**src/rtl/ddr_pkg.sv**
```systemverilog
// Shared types and constants for the DDR note-lane playfield.
package ddr_pkg;

  localparam int unsigned DEF_LANES   = 4;
  localparam int unsigned DEF_SLOTS   = 8;
  localparam int unsigned DEF_LANE_X0 = 192;
  localparam int unsigned DEF_LANE_W  = 64;
  localparam int unsigned DEF_ARROW_H = 32;
  localparam int unsigned DEF_SPAWN_Y = 480;

  typedef enum logic [1:0] {
    IDLE,
    MOVE,
    RETIRE
  } state_e;

  // Index 0 = left (purple), 1 = down (cyan), 2 = up (green), 3 = right (red).
  localparam logic [3:0][23:0] LANE_COLOR = {24'hFF0000, 24'h00FF00, 24'h00FFFF, 24'h800080};
  localparam logic [23:0]      LANE_BG    = 24'h202020;

  function automatic logic [10:0] ext11(input logic [9:0] v);
    return {1'b0, v};
  endfunction

endpackage

```
**src/rtl/note_lane_fifo.sv**
```systemverilog
// One lane's circular arrow queue: per-slot Y move/saturate, spawn push and head retire.
module note_lane_fifo
  import ddr_pkg::*;
#(
  parameter int unsigned SLOTS   = DEF_SLOTS,
  parameter int unsigned SPAWN_Y = DEF_SPAWN_Y,
  localparam int unsigned IW     = $clog2(SLOTS)
) (
  input  logic                   Clk,
  input  logic                   Reset,
  input  logic                   push_i,
  input  logic                   move_i,
  input  logic [IW-1:0]          slot_idx_i,
  input  logic [3:0]             speed_i,
  input  logic                   retire_i,
  output logic                   pop_o,
  output logic [IW:0]            count_o,
  output logic [SLOTS-1:0][9:0]  entries_o,
  output logic [SLOTS-1:0]       valid_o
);

  logic [SLOTS-1:0][9:0] y_q, y_d;
  logic [IW-1:0]         head_q, head_d;
  logic [IW-1:0]         tail_q, tail_d;
  logic [IW:0]           count_q, count_d;
  logic [9:0]            y_cur, y_moved, spd10;

  // Slot i is live when its distance from head (mod SLOTS) is below count.
  always_comb begin
    valid_o = '0;
    for (int unsigned i = 0; i < SLOTS; i++) begin
      valid_o[i] = ({1'b0, IW'(IW'(i) - head_q)} < count_q);
    end
  end

  always_comb begin
    spd10   = {6'b0, speed_i};
    y_cur   = y_q[slot_idx_i];
    y_moved = (y_cur <= spd10) ? '0 : (y_cur - spd10);
  end

  always_comb begin
    y_d     = y_q;
    head_d  = head_q;
    tail_d  = tail_q;
    count_d = count_q;
    pop_o   = retire_i && (count_q != '0) && (y_q[head_q] == '0);

    if (move_i && valid_o[slot_idx_i]) begin
      y_d[slot_idx_i] = y_moved;
    end
    if (push_i) begin
      y_d[tail_q] = 10'(SPAWN_Y);
      tail_d      = tail_q + IW'(1);
      count_d     = count_q + (IW+1)'(1);
    end
    if (pop_o) begin
      head_d  = head_q + IW'(1);
      count_d = count_q - (IW+1)'(1);
    end
  end

  always_ff @(posedge Clk or posedge Reset) begin
    if (Reset) begin
      y_q     <= '0;
      head_q  <= '0;
      tail_q  <= '0;
      count_q <= '0;
    end else begin
      y_q     <= y_d;
      head_q  <= head_d;
      tail_q  <= tail_d;
      count_q <= count_d;
    end
  end

  assign count_o   = count_q;
  assign entries_o = y_q;

endmodule

```
**src/rtl/note_lane_renderer.sv**
```systemverilog
// DDR scrolling-note engine: per-lane arrow queues advanced each vertical blank,
// miss reporting for arrows reaching the top, and registered playfield pixel colour.
module note_lane_renderer
  import ddr_pkg::*;
#(
  parameter int unsigned LANES   = DEF_LANES,
  parameter int unsigned SLOTS   = DEF_SLOTS,
  parameter int unsigned LANE_X0 = DEF_LANE_X0,
  parameter int unsigned LANE_W  = DEF_LANE_W,
  parameter int unsigned ARROW_H = DEF_ARROW_H,
  parameter int unsigned SPAWN_Y = DEF_SPAWN_Y
) (
  input  logic             Clk,
  input  logic             Reset,
  input  logic [9:0]       DrawX,
  input  logic [9:0]       DrawY,
  input  logic             update,
  input  logic [3:0]       speed,
  input  logic             spawn_valid,
  input  logic [1:0]       spawn_lane,
  output logic             spawn_ready,
  output logic             miss_valid,
  output logic [LANES-1:0] miss_mask,
  output logic [7:0]       red,
  output logic [7:0]       green,
  output logic [7:0]       blue
);

  localparam int unsigned IW = $clog2(SLOTS);
  localparam int unsigned LW = $clog2(LANE_W);

  state_e                           state_q, state_d;
  logic                             update_d_q;
  logic                             update_rise;
  logic [3:0]                       speed_q, speed_d;
  logic [IW-1:0]                    slot_idx_q, slot_idx_d;
  logic                             miss_valid_q;
  logic [LANES-1:0]                 miss_mask_q;
  logic [23:0]                      rgb_q, rgb_d;

  logic [LANES-1:0]                 push, pop;
  logic [LANES-1:0][IW:0]           count;
  logic [LANES-1:0][SLOTS-1:0][9:0] entries;
  logic [LANES-1:0][SLOTS-1:0]      valid;
  logic                             move_en, retire_en;

  assign update_rise = update && !update_d_q;
  assign move_en     = (state_q == MOVE);
  assign retire_en   = (state_q == RETIRE);
  assign spawn_ready = (state_q == IDLE) && !update_rise
                       && (count[spawn_lane] != (IW+1)'(SLOTS));

  always_comb begin
    push = '0;
    for (int unsigned l = 0; l < LANES; l++) begin
      push[l] = spawn_valid && spawn_ready && (spawn_lane == 2'(l));
    end
  end

  for (genvar g = 0; g < LANES; g++) begin : g_lane
    note_lane_fifo #(
      .SLOTS   (SLOTS),
      .SPAWN_Y (SPAWN_Y)
    ) u_fifo (
      .Clk        (Clk),
      .Reset      (Reset),
      .push_i     (push[g]),
      .move_i     (move_en),
      .slot_idx_i (slot_idx_q),
      .speed_i    (speed_q),
      .retire_i   (retire_en),
      .pop_o      (pop[g]),
      .count_o    (count[g]),
      .entries_o  (entries[g]),
      .valid_o    (valid[g])
    );
  end

  always_comb begin
    state_d    = state_q;
    speed_d    = speed_q;
    slot_idx_d = slot_idx_q;
    unique case (state_q)
      IDLE: begin
        if (update_rise) begin
          state_d    = MOVE;
          speed_d    = speed;
          slot_idx_d = '0;
        end
      end
      MOVE: begin
        slot_idx_d = slot_idx_q + IW'(1);
        if (slot_idx_q == IW'(SLOTS - 1)) begin
          state_d = RETIRE;
        end
      end
      RETIRE:  state_d = IDLE;
      default: state_d = IDLE;
    endcase
  end

  logic [10:0]      x11, y11, rel_x, top11;
  logic             in_region;
  logic [1:0]       lane;
  logic [LANES-1:0] lane_hit;

  // Hit test runs in 11 bits so Y + ARROW_H near the bottom never wraps.
  always_comb begin
    x11       = {1'b0, DrawX};
    y11       = {1'b0, DrawY};
    in_region = (x11 >= 11'(LANE_X0)) && (x11 < 11'(LANE_X0 + LANES * LANE_W));
    rel_x     = x11 - 11'(LANE_X0);
    lane      = 2'(rel_x >> LW);
    lane_hit  = '0;
    top11     = '0;
    for (int unsigned l = 0; l < LANES; l++) begin
      for (int unsigned s = 0; s < SLOTS; s++) begin
        top11 = ext11(entries[l][s]);
        if (valid[l][s] && (y11 >= top11) && (y11 < top11 + 11'(ARROW_H))) begin
          lane_hit[l] = 1'b1;
        end
      end
    end
    rgb_d = '0;
    if (!update && in_region) begin
      rgb_d = lane_hit[lane] ? LANE_COLOR[lane] : LANE_BG;
    end
  end

  always_ff @(posedge Clk or posedge Reset) begin
    if (Reset) begin
      state_q      <= IDLE;
      update_d_q   <= 1'b1;
      speed_q      <= '0;
      slot_idx_q   <= '0;
      miss_valid_q <= 1'b0;
      miss_mask_q  <= '0;
      rgb_q        <= '0;
    end else begin
      state_q      <= state_d;
      update_d_q   <= update;
      speed_q      <= speed_d;
      slot_idx_q   <= slot_idx_d;
      miss_valid_q <= |pop;
      miss_mask_q  <= pop;
      rgb_q        <= rgb_d;
    end
  end

  assign miss_valid = miss_valid_q;
  assign miss_mask  = miss_mask_q;
  assign red        = rgb_q[23:16];
  assign green      = rgb_q[15:8];
  assign blue       = rgb_q[7:0];

endmodule

```
**config.mk**
```make
export PLATFORM = sky130hd
export DESIGN_NAME = note_lane_renderer
export DESIGN_NICKNAME = d
export VERILOG_FILES = /design/src/rtl/ddr_pkg.sv /design/src/rtl/note_lane_fifo.sv /design/src/rtl/note_lane_renderer.sv
export SDC_FILE = /design/constraint.sdc
export NUM_CORES = 2
export LEC_CHECK = 0
export BUFFER_PORTS_ARGS = -buffer_cell sky130_fd_sc_hd__buf_2
export CAP_MARGIN = 15
export CORE_ASPECT_RATIO = 1.5
export CORE_MARGIN = 10
export CORE_UTILIZATION = 40
export CTS_CLUSTER_SIZE = 28
export DETAILED_ROUTE_END_ITERATION = 10
export GPL_TIMING_DRIVEN = 0
export PLACE_DENSITY_LB_ADDON = 0.3
export REMOVE_ABC_BUFFERS = 1
export SYNTH_ARGS = -nofsm -noshare
export SYNTH_HDL_FRONTEND = slang
export SYNTH_SLANG_ARGS = --single-unit
```
**constraint.sdc**
```tcl
create_clock -name Clk -period 11.8 [get_ports Clk]
set_input_delay 1.77 -clock Clk [delete_from_list [all_inputs] [get_ports Clk]]
set_output_delay 1.77 -clock Clk [all_outputs]
set_load 0.02 [all_outputs]
```
==> results.txt <==
----------------------------------------------------
[GRT]
  First-pass GRT wire length ... 206,000 um
  Vias in the first global route ... 33,465
  Initial antenna violation count ... 2
  Maximum number of pins on one net before global-route repair ... 117
  Total gr overflow ... 0
  Tot GR Track Use ... 0.256

[Clock network]
  Number of buffers added for setup after CTS ... 0
  TritonCTS clock tree ... yes
  Clk sink count ... 383
  Clock Latency Late Sink ... 0.61 ns
  Number of gates resized after CTS ... 0
  Clock H-tree levels ... 2
  CTS root buf ... sky130_fd_sc_hd__clkbuf_16
  Register clock-pin slew on the reported worst setup and hold paths ... 0.06 ns
  CTS Hold Bufs ... 0
  Max Root-Sink Buffers ... 3
  TritonCTS buffer count ... 43

[STA]
  Post-route worst setup slack ... 5.79 ns
  Final Max Slew Viols ... 0
  Setup repair after global routing missed its margin ... no
  Maximum clock skew at final layout ... 0.0146 ns
  Endpoints failing setup ... 0
  Post-layout minimum cycle time ... 6.01 ns
  Number of hold violations in the final report ... 0
  Final period utilization ... 0.509
  Highest achievable clock rate ... 0.166 GHz
  Worst-Margin Slew ... 1.32 ns
  Max-Slew Margin vs Limit ... 0.120

[Setup path]
  End point of the critical path ... g_lane[3].u_fifo.entries_o[75]
  Maximum fanout encountered on the critical timing path ... 40
  R2R setup slack ... 5.79 ns
  Path depth of the worst reg2reg path ... 17
  CP arrival ... 6.55 ns
  Kind of start point of the critical path ... flop
  Required time at the endpoint of the critical path ... 12.34 ns
  Worst reg2reg path endpoint ... g_lane[3].u_fifo.entries_o[75]
  Critical Path Start ... slot_idx_q[0]
  Kind of end point of the critical path ... flop
  Critical setup path kind ... flop to flop
  FF-to-FF Start ... slot_idx_q[0]

[Floorplanning]
  Initial core utilization ... 0.402
  Die boundary width ... 268 um
  Area of the core ... 91,500 um^2
  Number of I/O pins ... 60
  Die H ... 392 um
  Core Rows ... 136
  Die area ... 105,000 um^2

[Yosys]
  Avg Inst Size Synth ... 8.69 um^2
  Sequential cell area fraction in the yosys report ... 0.260
  Count of state elements after synthesis ... 383
  Number of enable flip-flop cells after synthesis ... 0
  Instance count of the mapped netlist ... 4,239
  Number of warning messages in the yosys log ... 0
  Ys flop type ... sky130_fd_sc_hd__dfrtp_1
  Share of flip-flops with an asynchronous set or reset after synthesis ... 1.00
  Post-Syn Area ... 36,800 um^2
  Count of distinct cell types in the synthesized netlist ... 99

[Finish]
  Final core utilization ... 0.435
  Antenna fix cells ... 0
  Fraction of final layout cells sized beyond drive strength 1 ... 0.0567
  Layout overhead on the synthesized area ... 8.14%
  Final non-filler cell total ... 5,409
  Final Cell Area ... 39,800 um^2
  Final net count ... 4,842

[Drt]
  Vias per Instance ... 6.29
  Via count ... 34,031
  Number of nets with antenna violations after routing ... 0
  Number of iterations in the first detailed-routing pass ... 6
  Final WL ... 138,000 um
  Final routed wire length divided by cell count ... 25.4 um
  Drt drc ... 0
  Violation count after the first detailed-route iteration ... 3,193

[Placement]
  Placed insts ... 5,325
  Detailed placement HPWL ... 99,400 um
  Count of buffers from port buffering ... 53
  Routability congestion estimate from global placement ... 0.952
  Post-placement worst setup slack ... 5.89 ns
  Placed inst area ... 38,300 um^2

[Hold path]
  Number of cells on the worst hold path ... 2
  Hold crit path type ... flop to flop

[Outcome]
  Result of the run ... completed

[Pwr]
  Int Pwr ... 5.94 mW
  Switching share of total power ... 0.550
  Switching power summed over all nets ... 7.28 mW
  Max IR drop VDD ... 0.280 mV
  Pwr Density ... 332 nW/um^2
  Leakage power total ... 18.6 nW
  Sequential Power Share ... 0.225
  Clock network power share ... 0.111
  Relative contribution of combinational cells to total power ... 0.664

[Job]
  Maximum Capacitance Violations ... 0

----------------------------------------------------
[sequential cells by signal, indices dropped and copies added, names as in the netlist, 2 cells and up]
register and cells:
g_lane.u_fifo.head_q 12, rgb_q 8, slot_idx_q 3, g_lane.u_fifo.count_o 16, g_lane.u_fifo.entries_o 320, g_lane.u_fifo.tail_q 12
state_q 2, speed_q 4, miss_mask 4
[synthesized netlist by cell type, types with 24 or more instances]
library cell                  n  share of area
sky130_fd_sc_hd__a2111oi_0   24         0.0057
sky130_fd_sc_hd__a211oi_1    51          0.010
sky130_fd_sc_hd__a21o_1      63          0.013
sky130_fd_sc_hd__a21oi_1    221          0.030
sky130_fd_sc_hd__a221oi_1    35         0.0083
sky130_fd_sc_hd__a22oi_1     45         0.0092
sky130_fd_sc_hd__and3_1      29         0.0049
sky130_fd_sc_hd__buf_2       42         0.0057
sky130_fd_sc_hd__buf_4       34         0.0069
sky130_fd_sc_hd__clkbuf_1    76         0.0077
sky130_fd_sc_hd__dfrtp_1    382           0.26
sky130_fd_sc_hd__ha_1       601           0.20
sky130_fd_sc_hd__inv_1      406          0.041
sky130_fd_sc_hd__mux2i_1    191          0.052
sky130_fd_sc_hd__nand2_1    317          0.032
sky130_fd_sc_hd__nand2b_1    64          0.011
sky130_fd_sc_hd__nand3_1    207          0.028
sky130_fd_sc_hd__nand4_1     60          0.010
sky130_fd_sc_hd__nor2_1     277          0.028
sky130_fd_sc_hd__nor2b_1     70          0.012
sky130_fd_sc_hd__nor3_1      93          0.013
sky130_fd_sc_hd__nor4_1      79          0.013
sky130_fd_sc_hd__o211ai_1    93          0.019
sky130_fd_sc_hd__o21a_1      27         0.0055
sky130_fd_sc_hd__o21ai_0    144          0.020
sky130_fd_sc_hd__o22ai_1     41         0.0070
sky130_fd_sc_hd__xnor2_1    153          0.036
[per-layer routing]
metal	GRT usage	part of all wire	vias up
met4	0.191	0.085	2
met2	0.430	0.47	1508
li1	-	-	15535
met3	0.0403	0.071	534
met1	0.291	0.37	16452
met5	0	0.00012	-
[through the flow]
step                TNS [ns]  hold slack (ns)  total power [mW]
detailed placement         0            0.516              11.5
floorplan            -233.32            0.486              8.27
global route               0            0.559              14.1
finish                     0            0.535              13.2
global placement    -2192.17            0.504              11.2
CTS                        0            0.529              13.0
[critical path, stage by stage, from the launching register on]
cell,delay (ns)
sky130_fd_sc_hd__dfrtp_2,1.00
sky130_fd_sc_hd__buf_12,0.28
sky130_fd_sc_hd__nand2b_1,0.31
sky130_fd_sc_hd__nor2_2,0.84
sky130_fd_sc_hd__buf_16,0.23
sky130_fd_sc_hd__a22o_1,0.21
sky130_fd_sc_hd__a221oi_1,0.07
sky130_fd_sc_hd__and3_1,0.21
sky130_fd_sc_hd__ha_1,0.17
sky130_fd_sc_hd__inv_1,0.08
sky130_fd_sc_hd__fa_1,0.22
sky130_fd_sc_hd__a21o_1,0.14
sky130_fd_sc_hd__a21oi_1,0.14
sky130_fd_sc_hd__a41oi_1,0.26
sky130_fd_sc_hd__and4b_1,0.40
sky130_fd_sc_hd__nor2_1,1.03
sky130_fd_sc_hd__mux2i_1,0.20
sky130_fd_sc_hd__nand2_1,0.12
[layout by cell type, fill, tap and decap left out, types with 22 or more instances in the layout]
cell type	instances
sky130_fd_sc_hd__nand2_1	317
sky130_fd_sc_hd__clkbuf_16	45
sky130_fd_sc_hd__a221oi_1	35
sky130_fd_sc_hd__xnor2_1	153
sky130_fd_sc_hd__nor4_1	79
sky130_fd_sc_hd__ha_1	601
sky130_fd_sc_hd__o211ai_1	93
sky130_fd_sc_hd__nand4_1	60
sky130_fd_sc_hd__a2111oi_0	24
sky130_fd_sc_hd__nor2_1	270
sky130_fd_sc_hd__mux2i_1	191
sky130_fd_sc_hd__a211oi_1	51
sky130_fd_sc_hd__a21oi_1	221
sky130_fd_sc_hd__dfrtp_1	379
sky130_fd_sc_hd__nand3_1	207
sky130_fd_sc_hd__a21o_1	63
sky130_fd_sc_hd__nor3_1	93
sky130_fd_sc_hd__a22oi_1	45
sky130_fd_sc_hd__o21a_1	27
sky130_fd_sc_hd__buf_2	46
sky130_fd_sc_hd__o22ai_1	41
sky130_fd_sc_hd__nor2b_1	70
sky130_fd_sc_hd__or3_1	23
sky130_fd_sc_hd__a31oi_1	22
sky130_fd_sc_hd__o21ai_0	144
sky130_fd_sc_hd__and3_1	28
sky130_fd_sc_hd__inv_1	404
sky130_fd_sc_hd__nand2b_1	64
[how the worst min path moves through the flow]
stage                                         from                        endpoint  slack, ns
finish              g_lane[0].u_fifo.entries_o[33]  g_lane[0].u_fifo.entries_o[33]       0.54
global route        g_lane[0].u_fifo.entries_o[33]  g_lane[0].u_fifo.entries_o[33]       0.56
CTS                 g_lane[0].u_fifo.entries_o[33]  g_lane[0].u_fifo.entries_o[33]       0.53
detailed placement  g_lane[0].u_fifo.entries_o[33]  g_lane[0].u_fifo.entries_o[33]       0.52
global placement    g_lane[0].u_fifo.entries_o[33]  g_lane[0].u_fifo.entries_o[33]       0.50
floorplan           g_lane[0].u_fifo.entries_o[33]  g_lane[0].u_fifo.entries_o[33]       0.49
[cell type report]
class                           count  area (um^2)
Multi-Input combinational cell   3279        24900
Inverter                          411         1550
Fill cell                        8964        51700
Sequential cell                   383         9590
Tap cell                         1173         1470
Timing Repair Buffer               85          863
Clock buffer                       64         1310
Clock inverter                     14          178
[logic make-up (layout without fill, tap and decap cells)]
logic type,Yosys count,count (layout),synth area share
muxes,209,209,0.0615
AOI/OAI and AO/OA,972,972,0.183
xor gates and xnor gates,162,162,0.0385
buffers and inverters,577,574,0.0655
adders and majority gates,609,609,0.209
DFF,383,383,0.260
and+or+nand+nor,1327,1327,0.182
[power by group through the flow]
stage | sequential (mW) | clock, mW | combinational [mW]
6_report | 2.97 | 1.47 | 8.78
5_1_grt | 3.04 | 1.52 | 9.50
4_1_cts | 2.93 | 1.48 | 8.56
3_5_place_dp | 2.96 | 0 | 8.51
3_3_place_gp | 3.02 | 0 | 8.19
2_1_floorplan | 2.55 | 0 | 5.73
Note: power is estimated with default switching activity, not from simulation.
